## src/rtl/imem_arbiter_if.sv

```systemverilog
// Bus bundle between the loader/fetch requesters, the IMEM arbiter and the
// instruction memory. The arbiter uses the slave view. The master view drives
// requests and supplies memory read data (requesters plus memory).
interface imem_arbiter_if #(
  parameter int WIDTH = 32
);
  // Loader (write) channel
  logic             ld_req;
  logic [WIDTH-1:0] ld_addr;
  logic [WIDTH-1:0] ld_data;
  logic             ld_done;
  logic             ld_gnt;

  // Fetch (read) channel
  logic             f_req;
  logic [WIDTH-1:0] f_addr;
  logic             f_gnt;
  logic             f_rvalid;
  logic [WIDTH-1:0] f_rdata;

  // Status
  logic             err_oob;
  logic             running;

  // Memory port
  logic [WIDTH-1:0] mem_addr;
  logic             mem_wre;
  logic [WIDTH-1:0] mem_wr_data;
  logic [WIDTH-1:0] mem_rd_data;

  modport slave (
    input  ld_req, ld_addr, ld_data, ld_done, f_req, f_addr, mem_rd_data,
    output ld_gnt, f_gnt, f_rvalid, f_rdata, err_oob, running,
           mem_addr, mem_wre, mem_wr_data
  );

  modport master (
    output ld_req, ld_addr, ld_data, ld_done, f_req, f_addr, mem_rd_data,
    input  ld_gnt, f_gnt, f_rvalid, f_rdata, err_oob, running,
           mem_addr, mem_wre, mem_wr_data
  );
endinterface

```

## src/rtl/imem_arbiter.sv

```systemverilog
// Shares the single-port instruction memory between the program loader
// (writes) and the fetch unit (reads). In LOAD only the loader gets the
// memory. In RUN the loader has priority, but fetch is forced through after
// STARVE_LIM consecutive denied cycles.
//
// Handshake: req/gnt. A requester raises req and holds it, with its address
// and data, until it sees gnt. gnt is combinational in the same cycle. A
// transfer happens in exactly the cycles where req && gnt. Requests are not
// latched. Read data returns one cycle after a fetch grant, marked by
// f_rvalid, one pulse per grant, in grant order.
module imem_arbiter #(
  parameter int WIDTH      = 32,
  parameter int DEPTH      = 256,
  parameter int STARVE_LIM = 4
) (
  input  logic                                clk,
  input  logic                                rst,
  imem_arbiter_if.slave                       bus,
  output logic                                dbg_state,
  output logic [$clog2(STARVE_LIM+1)-1:0]     dbg_starve_cnt
);

  localparam int               CNT_W   = $clog2(STARVE_LIM + 1);
  localparam logic [CNT_W-1:0] CNT_MAX = CNT_W'(STARVE_LIM);
  localparam logic [WIDTH-1:0] DEPTH_W = WIDTH'(DEPTH);

  typedef enum logic {
    LOAD = 1'b0,
    RUN  = 1'b1
  } state_t;

  state_t           state_q, state_d;
  logic [CNT_W-1:0] starve_cnt_q, starve_cnt_d;
  logic             rvalid_q, rvalid_d;
  logic             rd_oob_q, rd_oob_d;
  logic             err_oob_q, err_oob_d;

  logic             ld_gnt;
  logic             f_gnt;
  logic             ld_oob;
  logic             f_oob;

  assign ld_oob = (bus.ld_addr >= DEPTH_W);
  assign f_oob  = (bus.f_addr >= DEPTH_W);

  // Grant decision: nothing is granted during reset. LOAD is loader-only.
  // RUN is loader-first, with the starvation override for fetch.
  always_comb begin
    ld_gnt = 1'b0;
    f_gnt  = 1'b0;
    if (!rst) begin
      case (state_q)
        LOAD: begin
          ld_gnt = bus.ld_req;
        end
        RUN: begin
          if ((starve_cnt_q == CNT_MAX) && bus.f_req) begin
            f_gnt = 1'b1;
          end else if (bus.ld_req) begin
            ld_gnt = 1'b1;
          end else begin
            f_gnt = bus.f_req;
          end
        end
        default: begin
          ld_gnt = 1'b0;
          f_gnt  = 1'b0;
        end
      endcase
    end
  end

  // Memory port drive. An out-of-range write keeps the address but suppresses
  // the write strobe, so the access is dropped and only flagged.
  always_comb begin
    bus.mem_addr    = '0;
    bus.mem_wre     = 1'b0;
    bus.mem_wr_data = '0;
    if (ld_gnt) begin
      bus.mem_addr    = bus.ld_addr;
      bus.mem_wr_data = bus.ld_data;
      bus.mem_wre     = !ld_oob;
    end else if (f_gnt) begin
      bus.mem_addr = bus.f_addr;
    end
  end

  // Next state: leave LOAD on ld_done. Only reset returns to LOAD.
  always_comb begin
    state_d = state_q;
    if ((state_q == LOAD) && bus.ld_done) begin
      state_d = RUN;
    end
  end

  // Starvation counter: counts cycles where fetch waits behind the loader.
  // It clears whenever fetch is served or stops asking, and stays at 0 in LOAD.
  always_comb begin
    starve_cnt_d = starve_cnt_q;
    if (state_q != RUN) begin
      starve_cnt_d = '0;
    end else if (f_gnt || !bus.f_req) begin
      starve_cnt_d = '0;
    end else if (ld_gnt && (starve_cnt_q != CNT_MAX)) begin
      starve_cnt_d = starve_cnt_q + 1'b1;
    end
  end

  // Read-return and error tracking for the cycle after a grant.
  always_comb begin
    rvalid_d  = f_gnt;
    rd_oob_d  = f_gnt && f_oob;
    err_oob_d = (ld_gnt && ld_oob) || (f_gnt && f_oob);
  end

  // State and pipeline registers, synchronous active-high reset.
  always_ff @(posedge clk) begin
    if (rst) begin
      state_q      <= LOAD;
      starve_cnt_q <= '0;
      rvalid_q     <= 1'b0;
      rd_oob_q     <= 1'b0;
      err_oob_q    <= 1'b0;
    end else begin
      state_q      <= state_d;
      starve_cnt_q <= starve_cnt_d;
      rvalid_q     <= rvalid_d;
      rd_oob_q     <= rd_oob_d;
      err_oob_q    <= err_oob_d;
    end
  end

  assign bus.ld_gnt   = ld_gnt;
  assign bus.f_gnt    = f_gnt;
  assign bus.f_rvalid = rvalid_q;
  assign bus.f_rdata  = (rvalid_q && !rd_oob_q) ? bus.mem_rd_data : '0;
  assign bus.err_oob  = err_oob_q;
  assign bus.running  = (state_q == RUN);

  assign dbg_state      = state_q;
  assign dbg_starve_cnt = starve_cnt_q;

endmodule

```

## src/flat_wrapper.sv

```systemverilog
// flat-port wrapper written by rule: the top's interface ports become plain ports
module imem_arbiter_flat 
#(
  parameter int WIDTH      = 32,
  parameter int DEPTH      = 256,
  parameter int STARVE_LIM = 4
)
  (clk, rst, dbg_state, dbg_starve_cnt, bus_ld_req, bus_ld_addr, bus_ld_data, bus_ld_done, bus_f_req, bus_f_addr, bus_mem_rd_data, bus_ld_gnt, bus_f_gnt, bus_f_rvalid, bus_f_rdata, bus_err_oob, bus_running, bus_mem_addr, bus_mem_wre, bus_mem_wr_data);
  imem_arbiter_if #(.WIDTH(WIDTH)) bus_i ();
  input  logic clk;
  input  logic rst;
  output logic dbg_state;
  output logic [$clog2(STARVE_LIM+1)-1:0] dbg_starve_cnt;
  input wire logic [$bits(bus_i.ld_req)-1:0] bus_ld_req;
  input wire logic [$bits(bus_i.ld_addr)-1:0] bus_ld_addr;
  input wire logic [$bits(bus_i.ld_data)-1:0] bus_ld_data;
  input wire logic [$bits(bus_i.ld_done)-1:0] bus_ld_done;
  input wire logic [$bits(bus_i.f_req)-1:0] bus_f_req;
  input wire logic [$bits(bus_i.f_addr)-1:0] bus_f_addr;
  input wire logic [$bits(bus_i.mem_rd_data)-1:0] bus_mem_rd_data;
  output wire logic [$bits(bus_i.ld_gnt)-1:0] bus_ld_gnt;
  output wire logic [$bits(bus_i.f_gnt)-1:0] bus_f_gnt;
  output wire logic [$bits(bus_i.f_rvalid)-1:0] bus_f_rvalid;
  output wire logic [$bits(bus_i.f_rdata)-1:0] bus_f_rdata;
  output wire logic [$bits(bus_i.err_oob)-1:0] bus_err_oob;
  output wire logic [$bits(bus_i.running)-1:0] bus_running;
  output wire logic [$bits(bus_i.mem_addr)-1:0] bus_mem_addr;
  output wire logic [$bits(bus_i.mem_wre)-1:0] bus_mem_wre;
  output wire logic [$bits(bus_i.mem_wr_data)-1:0] bus_mem_wr_data;
  assign bus_i.ld_req = bus_ld_req;
  assign bus_i.ld_addr = bus_ld_addr;
  assign bus_i.ld_data = bus_ld_data;
  assign bus_i.ld_done = bus_ld_done;
  assign bus_i.f_req = bus_f_req;
  assign bus_i.f_addr = bus_f_addr;
  assign bus_i.mem_rd_data = bus_mem_rd_data;
  assign bus_ld_gnt = bus_i.ld_gnt;
  assign bus_f_gnt = bus_i.f_gnt;
  assign bus_f_rvalid = bus_i.f_rvalid;
  assign bus_f_rdata = bus_i.f_rdata;
  assign bus_err_oob = bus_i.err_oob;
  assign bus_running = bus_i.running;
  assign bus_mem_addr = bus_i.mem_addr;
  assign bus_mem_wre = bus_i.mem_wre;
  assign bus_mem_wr_data = bus_i.mem_wr_data;
  imem_arbiter #(.WIDTH(WIDTH), .DEPTH(DEPTH), .STARVE_LIM(STARVE_LIM)) u_core (.clk(clk), .rst(rst), .bus(bus_i), .dbg_state(dbg_state), .dbg_starve_cnt(dbg_starve_cnt));
endmodule
```

## config.mk

```make
export PLATFORM = sky130hd
export DESIGN_NAME = imem_arbiter_flat
export DESIGN_NICKNAME = d
export VERILOG_FILES = /design/src/rtl/imem_arbiter_if.sv /design/src/rtl/imem_arbiter.sv /design/src/flat_wrapper.sv
export SDC_FILE = /design/constraint.sdc
export NUM_CORES = 1
export LEC_CHECK = 0
export CORE_ASPECT_RATIO = 0.5
export CORE_UTILIZATION = 17
export DETAILED_ROUTE_END_ITERATION = 8
export PLACE_DENSITY_LB_ADDON = 0.12
export SKIP_CTS_REPAIR_TIMING = 1
export SLEW_MARGIN = 20
export SYNTH_ARGS = -nofsm -noshare
export SYNTH_HDL_FRONTEND = slang
export SYNTH_SLANG_ARGS = --single-unit
```

## constraint.sdc

```tcl
create_clock -name clk -period 1.55 [get_ports clk]
set_input_delay 0.31 -clock clk [delete_from_list [all_inputs] [get_ports clk]]
set_output_delay 0.31 -clock clk [all_outputs]
set_load 0.005 [all_outputs]
```

After elaboration in Yosys (flattened, before gate mapping) --
Cells that the tools add are included.
Cells by class: divide/modulo/power cells 0, $lt $le $gt $ge 2, shifts and indexed selects 0, $add $sub $neg 1, multipliers 0, bitwise logic cells 1, mux-type cells 13, eq/ne operators 2, reductions and logical operators 12
Operator list (number):
- 32-bit 2-to-1 mux | 4
- 32-bit by 9-bit greater-or-equal comparator with 1-bit output (second input constant) | 2
- 1-bit 2-to-1 mux | 8
- 1-bit logical AND | 6
- 3-bit by 1-bit adder with 3-bit output (second input constant) | 1
- 3-bit == test (second input constant) | 1
- 1-bit zero test | 3
- 3-bit inequality test (second input constant) | 1
- 3-bit OR reduction | 1
- 1-bit logical OR | 2
- 1-bit one-hot mux with 2 select lines | 1
- 1-bit NOT | 1
Storage, ports and cells: RAM bits 0, input bits 133, register bits 7, output and inout bits 106, bits in latches 0, memories kept 0, memory bits (read-only) 0, logic and storage cells 36

Depth between registers and ports, before layout --
Gate-level depths: netlist of run 1.
depth after elaboration 7, mapped depth 7, mapped depth without buffers 6

Worst setup path after synthesis of run 1 --
OpenSTA, ideal clock, no wires.
path kind register to output, from register u_core.starve_cnt_q[0], in the netlist u_core.dbg_starve_cnt[0], to output bus_mem_addr[22], data arrival time 1319 ps, required time 1240 ps, path buffers 1, cell stages (with the launch flop) 7, slack -79 ps, cell sequence dfxtp_1 > inv_1 > ha_1 > nand2_2 > a211oi_4 > buf_6 > a22o_1
Between the ends: word-level cells in the longest chain between the ends 7, elaborated cells between the ends (all ways) 10, those cells by class eq/ne (1); mux (8); reduce/logical (1)
Ends and longest elaborated chain:
- start: declaration | line imem_arbiter.sv:33 | logic [CNT_W-1:0] starve_cnt_q, starve_cnt_d;
- start signal: assignment | line imem_arbiter.sv:126 | starve_cnt_q <= starve_cnt_d;
- 3-bit == test | line imem_arbiter.sv:57 | if ((starve_cnt_q == CNT_MAX) && bus.f_req) begin
- 1-bit logical AND | line imem_arbiter.sv:57
- 1-bit 2-to-1 mux | line imem_arbiter.sv:57
- 1-bit 2-to-1 mux | line imem_arbiter.sv:52 | case (state_q)
- 1-bit 2-to-1 mux | line imem_arbiter.sv:51 | if (!rst) begin
- net bus_f_gnt | line flat_wrapper.sv:22 | output wire logic [$bits(bus_i.f_gnt)-1:0] bus_f_gnt;
- 32-bit 2-to-1 mux | line imem_arbiter.sv:83 | end else if (f_gnt) begin
- 32-bit 2-to-1 mux | line imem_arbiter.sv:79 | if (ld_gnt) begin
- end: declaration | line flat_wrapper.sv:27 | output wire logic [$bits(bus_i.mem_addr)-1:0] bus_mem_addr;
The timed path passes the listed nets, and every way through them passes these cells.

Worst setup path after layout of run 1 --
from register u_core.starve_cnt_q[0], in the netlist u_core.dbg_starve_cnt[0], to output bus_mem_addr[6]
Between the ends: word-level cells in the longest chain between the ends 7, elaborated cells between the ends (all ways) 10, those cells by class eq/ne (1); mux (8); reduce/logical (1)
Ends and longest elaborated chain (line):
- 3-bit == test (*) | imem_arbiter.sv:57
- 1-bit logical AND (*) | imem_arbiter.sv:57
- 1-bit 2-to-1 mux | imem_arbiter.sv:57
- 1-bit 2-to-1 mux | imem_arbiter.sv:52
- 1-bit 2-to-1 mux | imem_arbiter.sv:51
- 32-bit 2-to-1 mux | imem_arbiter.sv:83
- 32-bit 2-to-1 mux (*) | imem_arbiter.sv:79
Every way passes the cells marked *; elsewhere a longest branch is shown, timed or not.

==> metrics.yaml, run 1 <==
yosys:
  synth.top_cell.area_share: 0.3368
  avgSynthCellArea_um2: 7.523
  syn_nets: 293
  ys_top_cells_by_area: "and2_1 34%, a22o_1 24%, dfxtp_1 12%, buf_6 6.6%, nor4_1 6.3%"
  synth_edf_count: 0
  synth_common_cells: "64 x and2_1, 32 x a22o_1, 12 x nor4_1"
  synth_cell_types: 23
  synth_most_common_cell: "and2_1"
  yosys_warnings: 0
  synth_area_mm2: 0.001189
  synth_seq_area_share: 0.1179
  synthArstFlopShare: 0
  syn_inst: 158
  ys.flop_type: "dfxtp_1"
  synth_top_area_cell: "and2_1"
  ys_ff_latch: 7
clock_tree:
  worstSkewPairLatency_ps: 240
  cts.sinks: 7
  clockBufferDepth: 2
  numCtsBuffers: 3
  cts_root_buf: "clkbuf_16"
  cts_htree_levels: 1
  clk_pin_slew_ps: 40
  cts_tree: "done"
setup_path:
  r2r_cells: 10
  start_kind: "register"
  critPathKind: "register to primary output"
  crit_fanout: 5
  crit_arrival_ps: 1740
  r2r-start: "u_core.dbg_starve_cnt[0]"
  cp-end-kind: "primary output"
  r2r_slack_ps: -60
  worst_ep_required_time_ps: 1240
  reg2reg_to: "u_core.bus.err_oob"
power_and_ir_drop:
  power.density_mw_per_mm2: 335.0
  p_clk_frac: 0.325
  leakage_nw: 2.347
  combPwrFrac: 0.540
  power_frac_seq: 0.136
  p_int_mw: 1.067
  p_switching_mw: 0.3352
  switching_share: 0.2391
  power.total_mw: 1.402
  ir_drop_v: 0.0003006
finish:
  antenna_cells: 0
  drive_gt1_frac: 0.3829
  design_area_mm2: 0.004185
  syn2layout_area_growth_pct: 252.1
  layout.nets: 580
floorplan:
  placement_rows: 21
  die_w_um: 120.3
  chipHeight_um: 61.13
  design.core.area_mm2: 0.006726
  dieArea_mm2: 0.007351
  io_pins: 239
  initial_core_util: 0.1767
drt:
  drt_iter0_drc: 44
  wl_um: 8067
  ant_nets: 0
  vias: 2290
  vias_per_cell: 4.272
  dr.pass1.iters: 6
  post_drt_wl_per_cell_um: 15.05
  drc: 1
min_path:
  min_to: "u_core.bus.f_rvalid"
  hp-start: "bus_f_req"
  whs_path_depth: 3
  min_path_type: "input pin to register"
global_routing:
  grt_overflow: 0
  grt_max_degree: 36
  grt_usage: 0.1550
  antenna_found_initial: 0
  grt_first_pass_wirelength_um: 9190
  grt_pass1_vias: 1955
sta:
  fin_crit_ps: 2047
  fin_skew_ps: 5.424
  hold_viol: 0
  timing.final.crit_share: 1.320
  slew_viol_final: 0
  slew_headroom: 0.7479
  setup_viol: 74
  rsz0062_at_grt: "yes"
  worst_slack_ps: -496.6
  max_freq_ghz: 0.4886
  worst_pin_slew_ps: 374.7
outcome:
  status: "finished, violations left"
  violations: "design-rule violations, negative setup slack"
place:
  pre_cts_slack_ps: -895.1
  gp_congestion: 0.7434
  hpwl_um: 5614
  port_buffers: 238
  dpl_cell_area_mm2: 0.003769
flow_run:
  drv_cap: 0
[per-stage QoR]
stage | TNS (ps) | std cells | utilization | hold slack [ps]
6_report | -25980 | 536 | 0.6222 | 409.5
5_1_grt | -30540 | 536 | 0.6222 | 435.7
4_1_cts | -68840 | 496 | 0.5722 | 515.3
2_1_floorplan | 0 | 158 | - | 382.4
3_5_place_dp | -61590 | 492 | 0.5603 | 508.4
3_3_place_gp | -59530 | 492 | 0.5603 | 501.4
[worst max-delay path, cell delays in order (launching register included)]
cell	delay, ps
dfxtp_2	310
inv_2	60
ha_4	130
nand2_4	60
o21a_4	250
clkbuf_16	150
buf_8	120
buf_6	100
a22o_1	190
clkbuf_2	110
[cell usage in the layout (no fill, tap or decap), drive strengths merged]
master,netlist,routed
o21a,2,3
nor4,12,12
inv,4,4
and2,64,64
nor3,1,1
dfxtp,7,7
nand4,3,3
buf,9,76
clkinv,0,1
nor2,5,5
dlymetal6s2s,0,32
clkdlybuf4s50,0,129
nor2b,3,3
nand2,4,4
ha,2,2
nand2b,1,1
o21ai,1,1
a211oi,2,2
a22o,32,32
xnor2,1,1
clkbuf,5,61
[cells by family (layout without fill, tap and decap cells)]
logic type,Yosys count,count (layout),synth area share
compound gates,37,38,0.2768
xor+xnor,1,1,0.007370
fa+ha+maj,2,2,0.02105
buf+inv,18,303,0.1053
flops,7,7,0.1179
simple gates,93,93,0.4716
[final cells by class]
cell class                 instances  area (um^2)
clock buffer                       3        75.07
clock inverter                     1        5.005
fill                             609         2541
inverter                           4        15.01
multi-input combinational        134         1040
sequential                         7        146.4
tap                               92        115.1
timing repair buffer             295         2789
[registers in the layout, indices dropped and copies added, names as in the netlist]
register               flops
u_core.bus.err_oob         1
u_core.bus.running         1
u_core.bus.f_rvalid        1
u_core.dbg_starve_cnt      3
u_core.rd_oob_q            1
[power groups by stage]
stage / logic (mW) / clock network, mW / registers (mW)
floorplan: 0.144 / 0 / 0.193
global placement: 0.701 / 0 / 0.192
detailed placement: 0.706 / 0 / 0.192
CTS: 0.710 / 0.465 / 0.189
global route: 0.807 / 0.473 / 0.191
finish: 0.756 / 0.455 / 0.190
[metal layers]
layer  routed length [um]  global-route usage  vias up
li1                     -                   -     1135
met1                 3259              0.1746     1055
met2                 4210              0.3071       92
met3                  522             0.03519        8
met4                   74             0.03704        0
met5                    0                   0        -
[worst max-delay path by stage]
stage / from / endpoint / depth (start not counted)
floorplan: u_core.dbg_starve_cnt[1] / bus_mem_addr[22] / 6
global placement: bus_ld_req / bus_mem_wr_data[18] / 6
detailed placement: bus_ld_req / bus_mem_wr_data[16] / 6
CTS: bus_ld_req / bus_mem_wr_data[16] / 6
global route: u_core.dbg_starve_cnt[0] / bus_mem_addr[22] / 9
finish: u_core.dbg_starve_cnt[0] / bus_mem_addr[6] / 9
(Power assumes the default switching activity.)
==> run 2: changes to the inputs <==
- CAP_MARGIN: default -> 20
==> results of run 2 <==
Final layout, timing and power as in run 1 (identical DEF).
==> run 3: changes to the inputs <==
- CAP_MARGIN: 20 -> 10
==> results of run 3 <==
Final layout, timing and power as in run 1 (identical DEF).
